## src/rtl/seq_gen.sv

```systemverilog
// Serial pattern transmitter: sends a PAT_W-bit pattern MSB first, repeated
// repeat_cnt times with gap_len idle cycles between frames, into a bit detector.
module seq_gen #(
  parameter int PAT_W = 4,
  parameter int CNT_W = 4,
  parameter int GAP_W = 3
) (
  input  logic             clk,
  input  logic             reset,
  input  logic             start,
  input  logic             abort,
  input  logic [PAT_W-1:0] pattern,
  input  logic [CNT_W-1:0] repeat_cnt,
  input  logic [GAP_W-1:0] gap_len,
  output logic             x,
  output logic             x_valid,
  output logic             frame_end,
  output logic             busy,
  output logic             done,
  output logic [1:0]       fsm_state
);

  localparam int BIT_W = $clog2(PAT_W);
  localparam logic [BIT_W-1:0] LAST_IDX = BIT_W'(PAT_W - 1);

  typedef enum logic [1:0] {
    S_IDLE = 2'd0,
    S_SEND = 2'd1,
    S_GAP  = 2'd2,
    S_DONE = 2'd3
  } state_t;

  state_t           state_q, state_d;
  logic [PAT_W-1:0] pat_q, pat_d;
  logic [PAT_W-1:0] shift_q, shift_d;
  logic [BIT_W-1:0] bit_cnt_q, bit_cnt_d;
  logic [CNT_W-1:0] frames_q, frames_d;
  logic [GAP_W-1:0] gap_q, gap_d;
  logic [GAP_W-1:0] gap_cnt_q, gap_cnt_d;
  logic             x_d, x_valid_d, frame_end_d, busy_d, done_d;

  assign fsm_state = state_q;

  always_ff @(posedge clk or negedge reset) begin
    if (!reset) begin
      state_q   <= S_IDLE;
      pat_q     <= '0;
      shift_q   <= '0;
      bit_cnt_q <= '0;
      frames_q  <= '0;
      gap_q     <= '0;
      gap_cnt_q <= '0;
      x         <= 1'b0;
      x_valid   <= 1'b0;
      frame_end <= 1'b0;
      busy      <= 1'b0;
      done      <= 1'b0;
    end else begin
      state_q   <= state_d;
      pat_q     <= pat_d;
      shift_q   <= shift_d;
      bit_cnt_q <= bit_cnt_d;
      frames_q  <= frames_d;
      gap_q     <= gap_d;
      gap_cnt_q <= gap_cnt_d;
      x         <= x_d;
      x_valid   <= x_valid_d;
      frame_end <= frame_end_d;
      busy      <= busy_d;
      done      <= done_d;
    end
  end

  // Outputs are computed for the state being entered, so each registered
  // output lines up with the state_q it belongs to.
  always_comb begin
    state_d     = state_q;
    pat_d       = pat_q;
    shift_d     = shift_q;
    bit_cnt_d   = bit_cnt_q;
    frames_d    = frames_q;
    gap_d       = gap_q;
    gap_cnt_d   = gap_cnt_q;
    x_d         = 1'b0;
    x_valid_d   = 1'b0;
    frame_end_d = 1'b0;
    busy_d      = 1'b0;
    done_d      = 1'b0;

    unique case (state_q)
      S_IDLE: begin
        if (start) begin
          pat_d    = pattern;
          frames_d = repeat_cnt;
          gap_d    = gap_len;
          busy_d   = 1'b1;
          if (repeat_cnt != '0) begin
            state_d   = S_SEND;
            shift_d   = pattern;
            bit_cnt_d = LAST_IDX;
            x_d       = pattern[PAT_W-1];
            x_valid_d = 1'b1;
          end else begin
            state_d = S_DONE;
            done_d  = 1'b1;
          end
        end
      end

      S_SEND: begin
        if (abort) begin
          state_d = S_IDLE;
        end else if (bit_cnt_q != '0) begin
          shift_d     = shift_q << 1;
          bit_cnt_d   = bit_cnt_q - 1'b1;
          x_d         = shift_q[PAT_W-2];
          x_valid_d   = 1'b1;
          frame_end_d = (bit_cnt_q == BIT_W'(1));
          busy_d      = 1'b1;
        end else begin
          if (frames_q != '0) frames_d = frames_q - 1'b1;
          busy_d = 1'b1;
          if (frames_q > CNT_W'(1)) begin
            if (gap_q != '0) begin
              state_d   = S_GAP;
              gap_cnt_d = gap_q;
            end else begin
              shift_d   = pat_q;
              bit_cnt_d = LAST_IDX;
              x_d       = pat_q[PAT_W-1];
              x_valid_d = 1'b1;
            end
          end else begin
            state_d = S_DONE;
            done_d  = 1'b1;
          end
        end
      end

      S_GAP: begin
        if (abort) begin
          state_d = S_IDLE;
        end else if (gap_cnt_q <= GAP_W'(1)) begin
          state_d   = S_SEND;
          shift_d   = pat_q;
          bit_cnt_d = LAST_IDX;
          gap_cnt_d = '0;
          x_d       = pat_q[PAT_W-1];
          x_valid_d = 1'b1;
          busy_d    = 1'b1;
        end else begin
          gap_cnt_d = gap_cnt_q - 1'b1;
          busy_d    = 1'b1;
        end
      end

      S_DONE: begin
        state_d = S_IDLE;
      end

      default: state_d = S_IDLE;
    endcase
  end

endmodule

```

## config.mk

```make
export PLATFORM = sky130hd
export DESIGN_NAME = seq_gen
export DESIGN_NICKNAME = d
export VERILOG_FILES = /design/src/rtl/seq_gen.sv
export SDC_FILE = /design/constraint.sdc
export NUM_CORES = 1
export LEC_CHECK = 0
export ABC_AREA = 1
export ABC_CLOCK_PERIOD_IN_PS = 2300
export CORE_MARGIN = 3
export CORE_UTILIZATION = 40
export CTS_CLUSTER_DIAMETER = 50
export CTS_CLUSTER_SIZE = 40
export DETAILED_ROUTE_END_ITERATION = 8
export GPL_ROUTABILITY_DRIVEN = 0
export PLACE_DENSITY = 0.64
export SKIP_LAST_GASP = 1
export SYNTH_ARGS = -nofsm -noshare
export SYNTH_HDL_FRONTEND = slang
export SYNTH_SLANG_ARGS = --single-unit
```

## constraint.sdc

```tcl
create_clock -name clk -period 2.3 [get_ports clk]
set_input_delay 0.575 -clock clk [delete_from_list [all_inputs] [get_ports clk]]
set_output_delay 0.575 -clock clk [all_outputs]
set_load 0.05 [all_outputs]
```

==> flow_metrics.env, run 1 <==
export IMPL_status="finished, final reports clean"
export IMPL_tns_ps=0
export IMPL_r2r_end="gap_cnt_q[1]"
export IMPL_nets=286
export IMPL_final_cell_mix="nand2_1, dfrtp_1, inv_1, clkdlybuf4s50_1, nor2_1"
export IMPL_critical_path_startpoint="fsm_state[1]"
export IMPL_power_switching_mw=1.30
export IMPL_r2r_slack_ps=370
export IMPL_p_int_mw=1.34
export IMPL_holdCritPathClass="register to register"
export IMPL_clock_latency_ps=270
export IMPL_post_cts_buffers=0
export IMPL_dp_hpwl_mm=2.74
export IMPL_placed_cells=305
export IMPL_critPathArrivalTime_ps=1530
export IMPL_clk_pin_slew_ps=90
export IMPL_critPathRequiredTime_ps=1730
export IMPL_crit_chain="clkdlybuf4s50_1"
export IMPL_dr_pass1_iters=4
export IMPL_p_seq_share_pct=30.2
export IMPL_ys_warn_count=0
export IMPL_clockBufferDepth=2
export IMPL_slew_violations=0
export IMPL_cp_depth=1
export IMPL_synth_top_area_share_pct=38.3
export IMPL_stdcell_count=308
export IMPL_cts_sinks=26
export IMPL_maxCapViolCount=0
export IMPL_clockPowerShare_pct=10.0
export IMPL_antenna_found_initial=0
export IMPL_drt_iter0_drc=83
export IMPL_cp_buffers_inverters=1
export IMPL_core_area_um2=4060
export IMPL_fmax_mhz=474
export IMPL_layout_cells_most_common="nand2_1"
export IMPL_grt_pass1_vias=1400
export IMPL_die_height_um=71.1
export IMPL_numPortBuffers=21
export IMPL_root_buffer="clkbuf_8"
export IMPL_n_antenna_cell=0
export IMPL_postRouteAntennaNets=0
export IMPL_wl_per_cell_um=11.5
export IMPL_cts_tree="built"
export IMPL_overflow=0
export IMPL_finalSetupViolCount=0
export IMPL_cpPeakStageDelay_ps=830
export IMPL_cp_endpoint="fsm_state[1]"
export IMPL_synth_seq_cells=26
export IMPL_wl_mm=3.53
export IMPL_grt_max_degree=27
export IMPL_powerDensity_nw_per_um2=1320
export IMPL_seq_area_frac_synth_pct=38.3
export IMPL_power_leakage_nw=1.04
export IMPL_rows=23
export IMPL_grtUsageTotal_pct=15.6
export IMPL_maxSlewHeadroom_pct=65.3
export IMPL_area_delta_synth_final_pct=17.8
export IMPL_htreeDepth=1
export IMPL_tightest_slew_ps=520
export IMPL_critPathCaptureType="primary output"
export IMPL_die_w_um=71.1
export IMPL_comb_power_share_pct=59.8
export IMPL_post_route_period_util_pct=91.7
export IMPL_drc=0
export IMPL_syn_nets=261
export IMPL_viasPerCell=4.70
export IMPL_synth_area_per_cell_um2=7.22
export IMPL_rsz0062_at_grt="false"
export IMPL_die_area_um2=5060
export IMPL_cts_resized=0
export IMPL_ctsHoldBuffers=0
export IMPL_fin_crit_ps=2110
export IMPL_synth_cells=235
export IMPL_ir_drop_mv=0.434
export IMPL_crit_family="buffers and inverters"
export IMPL_yosysUniqueCellTypes=25
export IMPL_vias=1449
export IMPL_skew_ps=2.93
export IMPL_critPathMaxFanout=5
export IMPL_crit_path_start_kind="register"
export IMPL_start_util_pct=41.8
export IMPL_cts_made_buffers=3
export IMPL_syn_cell_area_um2=1700
export IMPL_hold_viol=0
export IMPL_grt_pass1_wl_mm=6.42
export IMPL_yosys_area_top_type="dfrtp_1"
export IMPL_reg2regPathDepth=9
export IMPL_drive_gt1_share_pct=12.0
export IMPL_worst_path_max_delay_cell="clkdlybuf4s50_1"
export IMPL_crit_type="register to primary output"
export IMPL_rr_startpoint="fsm_state[1]"
export IMPL_p_sw_share_pct=49.3
export IMPL_io_pin_count=22
export IMPL_yosys_top_cells_area="dfrtp_1, nand2_1, ha_1, inv_1, nand3_1"
how the worst min path moves through the flow:
stage	from	end	slack [ps]	depth (start not counted)
after floorplan	reset	bit_cnt_q[0]	280	0
after global placement	gap_cnt_q[1]	gap_cnt_q[1]	460	2
after detailed placement	bit_cnt_q[1]	bit_cnt_q[1]	470	2
after CTS	bit_cnt_q[1]	bit_cnt_q[1]	490	2
after global routing	gap_cnt_q[1]	gap_cnt_q[1]	520	2
final	bit_cnt_q[1]	bit_cnt_q[1]	490	2
power groups by stage:
stage                     Sequential, mW  Combinational [mW]  Clock [mW]
after global placement             0.805                1.57           0
after floorplan                    0.926                1.12           0
final                              0.798                1.58       0.264
after global routing               0.825                1.83       0.294
after detailed placement           0.808                1.59           0
after CTS                          0.799                1.59       0.270
cell type report:
class	instances	area [µm²]
sequential	26	651
fill	401	2060
inverter	31	116
clock buffer	3	41.3
tap	50	62.6
multi-input combinational	174	895
timing repair buffer	24	233
synthesized netlist by cell type:
| cell | n |
|---|---|
| o211ai_1 | 1 |
| a31oi_1 | 1 |
| inv_2 | 7 |
| nand4_1 | 4 |
| dfrtp_1 | 26 |
| nand2_1 | 82 |
| a21oi_1 | 7 |
| buf_2 | 1 |
| buf_4 | 1 |
| a21oi_2 | 4 |
| ha_1 | 11 |
| nand2_2 | 2 |
| xnor2_1 | 1 |
| nand3_2 | 2 |
| nand3_1 | 15 |
| o21ai_0 | 8 |
| nor2_4 | 1 |
| buf_6 | 2 |
| nand2_4 | 1 |
| o21ai_1 | 6 |
| inv_1 | 24 |
| nor2_2 | 7 |
| nor2_1 | 19 |
| o22ai_1 | 1 |
| nor3_2 | 1 |
cell families (layout without fill, tap and decap cells):
logic type      Yosys count  after routing  share of synthesized area [%]
compound gates           28             28                           9.44
xor+xnor                  1              1                          0.516
fa+ha+maj                11             11                           8.11
buf+inv                  35             58                           8.92
flops                    26             26                           38.3
simple gates            134            134                           34.7
through the flow:
stage                     instance area (µm²)  hold slack (ps)  worst slack, ps  total power [mW]  utilization (%)
after floorplan                          1700              279              550              2.05                -
after global placement                   1960              465              321              2.37             48.2
after detailed placement                 1960              468              323              2.39             48.2
after CTS                                2000              490              178              2.66             49.2
after global routing                     2000              521              138              2.95             49.2
final                                    2000              486              191              2.64             49.2
sequential cells by signal, indices dropped and copies added (netlist names):
signal / flops
frames_q: 4
pat_q: 4
gap_cnt_q: 3
gap_q: 3
shift_q: 3
bit_cnt_q: 2
fsm_state: 2
busy: 1
done: 1
frame_end: 1
x: 1
x_valid: 1
per-layer routing:
metal  up-vias  GRT usage (%)  part of all wire (%)  wire length, µm
li1        785              -                     -                -
met1       628           21.6                    51             1790
met2        29           25.1                    44             1550
met3         7           2.56                   3.4              120
met4         0           4.80                   1.8               65
met5         -              0                     0                0
No activity file was read; power rests on OpenSTA's default activity.
==> run 2, diff against run 1 <==
Settings changed: CORE_UTILIZATION 40 to 43, PLACE_DENSITY 0.64 to 0.68.
==> flow_metrics.env, run 2 (synthesis results as in run 1) <==
export IMPL_status="finished, final reports clean"
export IMPL_finalSetupViolCount=0
export IMPL_rsz0062_at_grt="false"
export IMPL_nFillCells=406
export IMPL_drt_iter0_drc=71
export IMPL_hold_viol=0
export IMPL_holdCritPathClass="register to register"
export IMPL_overflow=0
export IMPL_cpPeakStageDelay_ps=830
export IMPL_critical_path_startpoint="fsm_state[0]"
export IMPL_multiInputGateArea_um2=895
export IMPL_p_int_mw=1.34
export IMPL_postLayoutCoreUtil_pct=53.3
export IMPL_fmax_mhz=474
export IMPL_ctsHoldBuffers=0
export IMPL_area_delta_synth_final_pct=17.6
export IMPL_maxCapViolCount=0
export IMPL_stdcell_count=306
export IMPL_htreeDepth=1
export IMPL_seqCellArea_um2=651
export IMPL_clockBufferDepth=2
export IMPL_grt_max_degree=27
export IMPL_p_seq_share_pct=30.3
export IMPL_grt_pass1_vias=1336
export IMPL_crit_type="register to primary output"
export IMPL_cp_buffers_inverters=1
export IMPL_layout_setup_ws_ps=191
export IMPL_io_pin_count=22
export IMPL_p_sw_share_pct=48.9
export IMPL_drc=0
export IMPL_largestRegisters="frames_q (4), pat_q (4)"
export IMPL_wl_mm=3.43
export IMPL_critPathMaxFanout=5
export IMPL_clockPowerShare_pct=9.3
export IMPL_critPathCaptureType="primary output"
export IMPL_tightest_slew_ps=492
export IMPL_vias=1463
export IMPL_ir_drop_mv=0.585
export IMPL_tns_ps=0
export IMPL_rows=22
export IMPL_nets=286
export IMPL_viasPerCell=4.78
export IMPL_grt_pass1_wl_mm=5.85
export IMPL_antenna_found_initial=0
export IMPL_cts_tree="built"
export IMPL_fin_crit_ps=2110
export IMPL_power_switching_mw=1.28
export IMPL_die_area_um2=4740
export IMPL_cts_made_buffers=3
export IMPL_drive_gt1_share_pct=12.0
export IMPL_die_height_um=68.8
export IMPL_skew_ps=5.10
export IMPL_postRouteAntennaNets=0
export IMPL_powerDensity_nw_per_um2=1320
export IMPL_post_route_period_util_pct=91.7
export IMPL_die_w_um=68.8
export IMPL_root_buffer="clkbuf_8"
export IMPL_place_ws_ps=330
export IMPL_cts_sinks=26
export IMPL_worst_path_max_delay_cell="clkdlybuf4s50_1"
export IMPL_dr_pass1_iters=4
export IMPL_critPathRequiredTime_ps=1730
export IMPL_post_cts_buffers=0
export IMPL_clk_pin_slew_ps=80
export IMPL_layout_cells_most_common="nand2_1"
export IMPL_critPathArrivalTime_ps=1530
export IMPL_comb_power_share_pct=60.4
export IMPL_n_antenna_cell=0
export IMPL_placed_cells=303
export IMPL_p_total_mw=2.62
export IMPL_maxSlewHeadroom_pct=67.1
export IMPL_numPortBuffers=21
export IMPL_crit_path_start_kind="register"
export IMPL_crit_chain="clkdlybuf4s50_1"
export IMPL_final_cell_mix="nand2_1, dfrtp_1, inv_1, clkdlybuf4s50_1, nor2_1"
export IMPL_wl_per_cell_um=11.2
export IMPL_clock_latency_ps=260
export IMPL_dp_hpwl_mm=2.64
export IMPL_cts_resized=0
export IMPL_power_leakage_nw=1.04
export IMPL_grtUsageTotal_pct=16.6
export IMPL_core_area_um2=3740
export IMPL_rr_startpoint="fsm_state[1]"
export IMPL_crit_family="buffers and inverters"
export IMPL_slew_violations=0
export IMPL_hp_start="gap_cnt_q[1]"
export IMPL_start_util_pct=45.3
==> run 2: cell counts in the layout (fill, tap and decap cells not counted) <==
Identical to the previous run, type by type.
==> run 2: layout make-up <==
cell class                      instances  share of cell area [%]
Multi-Input combinational cell        174                    44.8
Sequential cell                        26                    32.6
Timing Repair Buffer                   24                    11.7
Inverter                               31                    5.83
Tap cell                               48                    3.01
Clock buffer                            3                    2.07
==> run 2: per-stage QoR <==
step                instance area [µm²]  hold slack [ps]
finish                             2000              492
CTS                                2000              489
global route                       2000              516
detailed placement                 1950              469
floorplan                          1700              279
global placement                   1950              463
==> run 2: power by group through the flow <==
stage	clock (mW)	sequential, mW	combinational (mW)
final	0.244	0.795	1.59
after global routing	0.271	0.826	1.81
after CTS	0.257	0.795	1.59
after detailed placement	0	0.805	1.58
after global placement	0	0.805	1.56
after floorplan	0	0.926	1.12
==> run 2: metal layers <==
layer,wire length (µm),up-vias,global-route usage (%)
met4,70,0,5.60
li1,-,781,-
met1,1650,638,21.7
met3,183,8,3.73
met2,1530,36,26.8
met5,0,-,0
==> run 2: worst paths after layout <==
path / to / slack [ps] / cells past startpoint
max: fsm_state[0] / 190 / 1
min: gap_cnt_q[1] / 490 / 2
max reg2reg: gap_cnt_q[1] / 410 / 9
min reg2reg: gap_cnt_q[1] / 490 / 2
max in group asynchronous: bit_cnt_q[0] / 1370 / 2
min in group asynchronous: gap_cnt_q[2] / 680 / 2
==> run 3, diff against run 2 <==
==> constraint.sdc (replaced) <==
create_clock -name clk -period 2.3 [get_ports clk]
set_input_delay 0.575 -clock clk [delete_from_list [all_inputs] [get_ports clk]]
set_output_delay 0.575 -clock clk [all_outputs]
set_load 0.1 [all_outputs]
==> flow_metrics.env, run 3 (synthesis results as in run 1) <==
export IMPL_n_antenna_cell=0
export IMPL_vias=1489
export IMPL_ir_drop_mv=0.499
export IMPL_grt_pass1_vias=1337
export IMPL_die_w_um=68.8
export IMPL_cts_made_buffers=3
export IMPL_root_buffer="clkbuf_8"
export IMPL_cts_resized=0
export IMPL_holdCritPathClass="register to register"
export IMPL_maxSlewHeadroom_pct=66.5
export IMPL_layout_cells_most_common="nand2_1"
export IMPL_drt_iter0_drc=90
export IMPL_post_cts_buffers=0
export IMPL_critPathRequiredTime_ps=2470
export IMPL_grtUsageTotal_pct=17.0
export IMPL_wl_mm=3.53
export IMPL_placed_cells=303
export IMPL_use_met2_pct=28.5
export IMPL_p_total_mw=2.80
export IMPL_holdWs_ps=475
export IMPL_dp_hpwl_mm=2.76
export IMPL_p_seq_share_pct=28.5
export IMPL_drive_gt1_share_pct=14.7
export IMPL_fin_crit_ps=1900
export IMPL_clock_latency_ps=270
export IMPL_dr_pass1_iters=4
export IMPL_placed_area_um2=1940
export IMPL_postRouteAntennaNets=0
export IMPL_largestRegisters="frames_q (4), pat_q (4)"
export IMPL_grt_util_met1_pct=22.1
export IMPL_powerDensity_nw_per_um2=1410
export IMPL_overflow=0
export IMPL_critPathMaxFanout=12
export IMPL_nets=286
export IMPL_rows=22
export IMPL_io_pin_count=22
export IMPL_crit_path_start_kind="register"
export IMPL_start_util_pct=45.3
export IMPL_final_cell_mix="nand2_1, dfrtp_1, inv_1, nor2_1, nand3_1"
export IMPL_viasPerCell=4.87
export IMPL_ctsHoldBuffers=0
export IMPL_clk_pin_slew_ps=90
export IMPL_comb_power_share_pct=62.3
export IMPL_crit_top_cell="nand2_1"
export IMPL_maxCapViolCount=0
export IMPL_die_height_um=68.8
export IMPL_wl_per_cell_um=11.5
export IMPL_p_sw_share_pct=52.6
export IMPL_die_area_um2=4740
export IMPL_cts_sinks=26
export IMPL_stdcell_count=306
export IMPL_cts_tree="built"
export IMPL_clockPowerShare_pct=9.2
export IMPL_post_route_period_util_pct=82.5
export IMPL_place_ws_ps=329
export IMPL_skew_ps=3.43
export IMPL_hold_viol=0
export IMPL_tns_ps=0
export IMPL_power_leakage_nw=1.05
export IMPL_critPathArrivalTime_ps=2070
export IMPL_power_switching_mw=1.47
export IMPL_fmax_mhz=527
export IMPL_rsz0062_at_grt="false"
export IMPL_htreeDepth=1
export IMPL_slew_violations=0
export IMPL_postLayoutCoreUtil_pct=52.8
export IMPL_drc=0
export IMPL_crit_chain="inv_1 > ha_1 > inv_2 > nor2_2 > nor3_2 > nand2_1 > inv_2 > nand2_1 > nand2_1"
export IMPL_crit_type="register to register"
export IMPL_grt_max_degree=27
export IMPL_critPathCaptureType="register"
export IMPL_core_area_um2=3740
export IMPL_p_int_mw=1.33
export IMPL_use_met3_pct=2.43
export IMPL_numPortBuffers=21
export IMPL_final_cell_area_um2=1980
export IMPL_finalSetupViolCount=0
export IMPL_area_delta_synth_final_pct=16.6
export IMPL_gr_max_usage_layer="met2"
export IMPL_worst_path_max_delay_cell="ha_1"
export IMPL_tightest_slew_ps=502
export IMPL_cpPeakStageDelay_ps=470
export IMPL_crit_family="simple AND/OR/NAND/NOR gates"
export IMPL_antenna_found_initial=0
export IMPL_grt_pass1_wl_mm=5.96
export IMPL_clockBufferDepth=2
export IMPL_layout_setup_ws_ps=401
export IMPL_nFillCells=399
export IMPL_status="finished, final reports clean"
export IMPL_cp_buffers_inverters=3
==> run 3: final timing paths <==
path,to,slack (ps),cells past startpoint,start
worst max-delay path,gap_cnt_q[0],400,9,fsm_state[1]
worst min-delay path,bit_cnt_q[1],480,2,bit_cnt_q[1]
worst max register to register,gap_cnt_q[0],400,9,fsm_state[1]
worst min register to register,bit_cnt_q[1],480,2,bit_cnt_q[1]
max in group asynchronous,shift_q[1],1380,2,reset
min in group asynchronous,frames_q[1],670,2,reset
==> run 3: area by class of cell <==
class / instances / area [µm²] / share of cell area (%)
multi-input cells: 174 / 895 / 45.2
flip-flops and latches: 26 / 651 / 32.9
repair buffers: 24 / 215 / 10.9
inverters: 31 / 116 / 5.88
well taps: 48 / 60.1 / 3.04
clock buffers: 3 / 41.3 / 2.09
==> run 3: power groups by stage <==
stage          logic (mW)  registers, mW  clock network, mW
2_1_floorplan        1.12           1.09                  0
3_3_place_gp         1.72          0.805                  0
3_5_place_dp         1.74          0.809                  0
4_1_cts              1.75          0.800              0.264
5_1_grt              1.96          0.825              0.284
6_report             1.74          0.797              0.256
==> run 3: metal layers <==
metal | vias to the layer above | wire length (µm)
met5 | - | 0
met4 | 0 | 66
met3 | 7 | 163
met2 | 32 | 1600
met1 | 662 | 1710
li1 | 788 | -
==> run 3: worst register-to-register path: cells and delay by family, from the launching register on <==
family | cells | cell delay (ps)
adders and majority gates | 1 | 470
and+or+nand+nor | 5 | 500
buffers and inverters | 3 | 390
DFF | 1 | 440
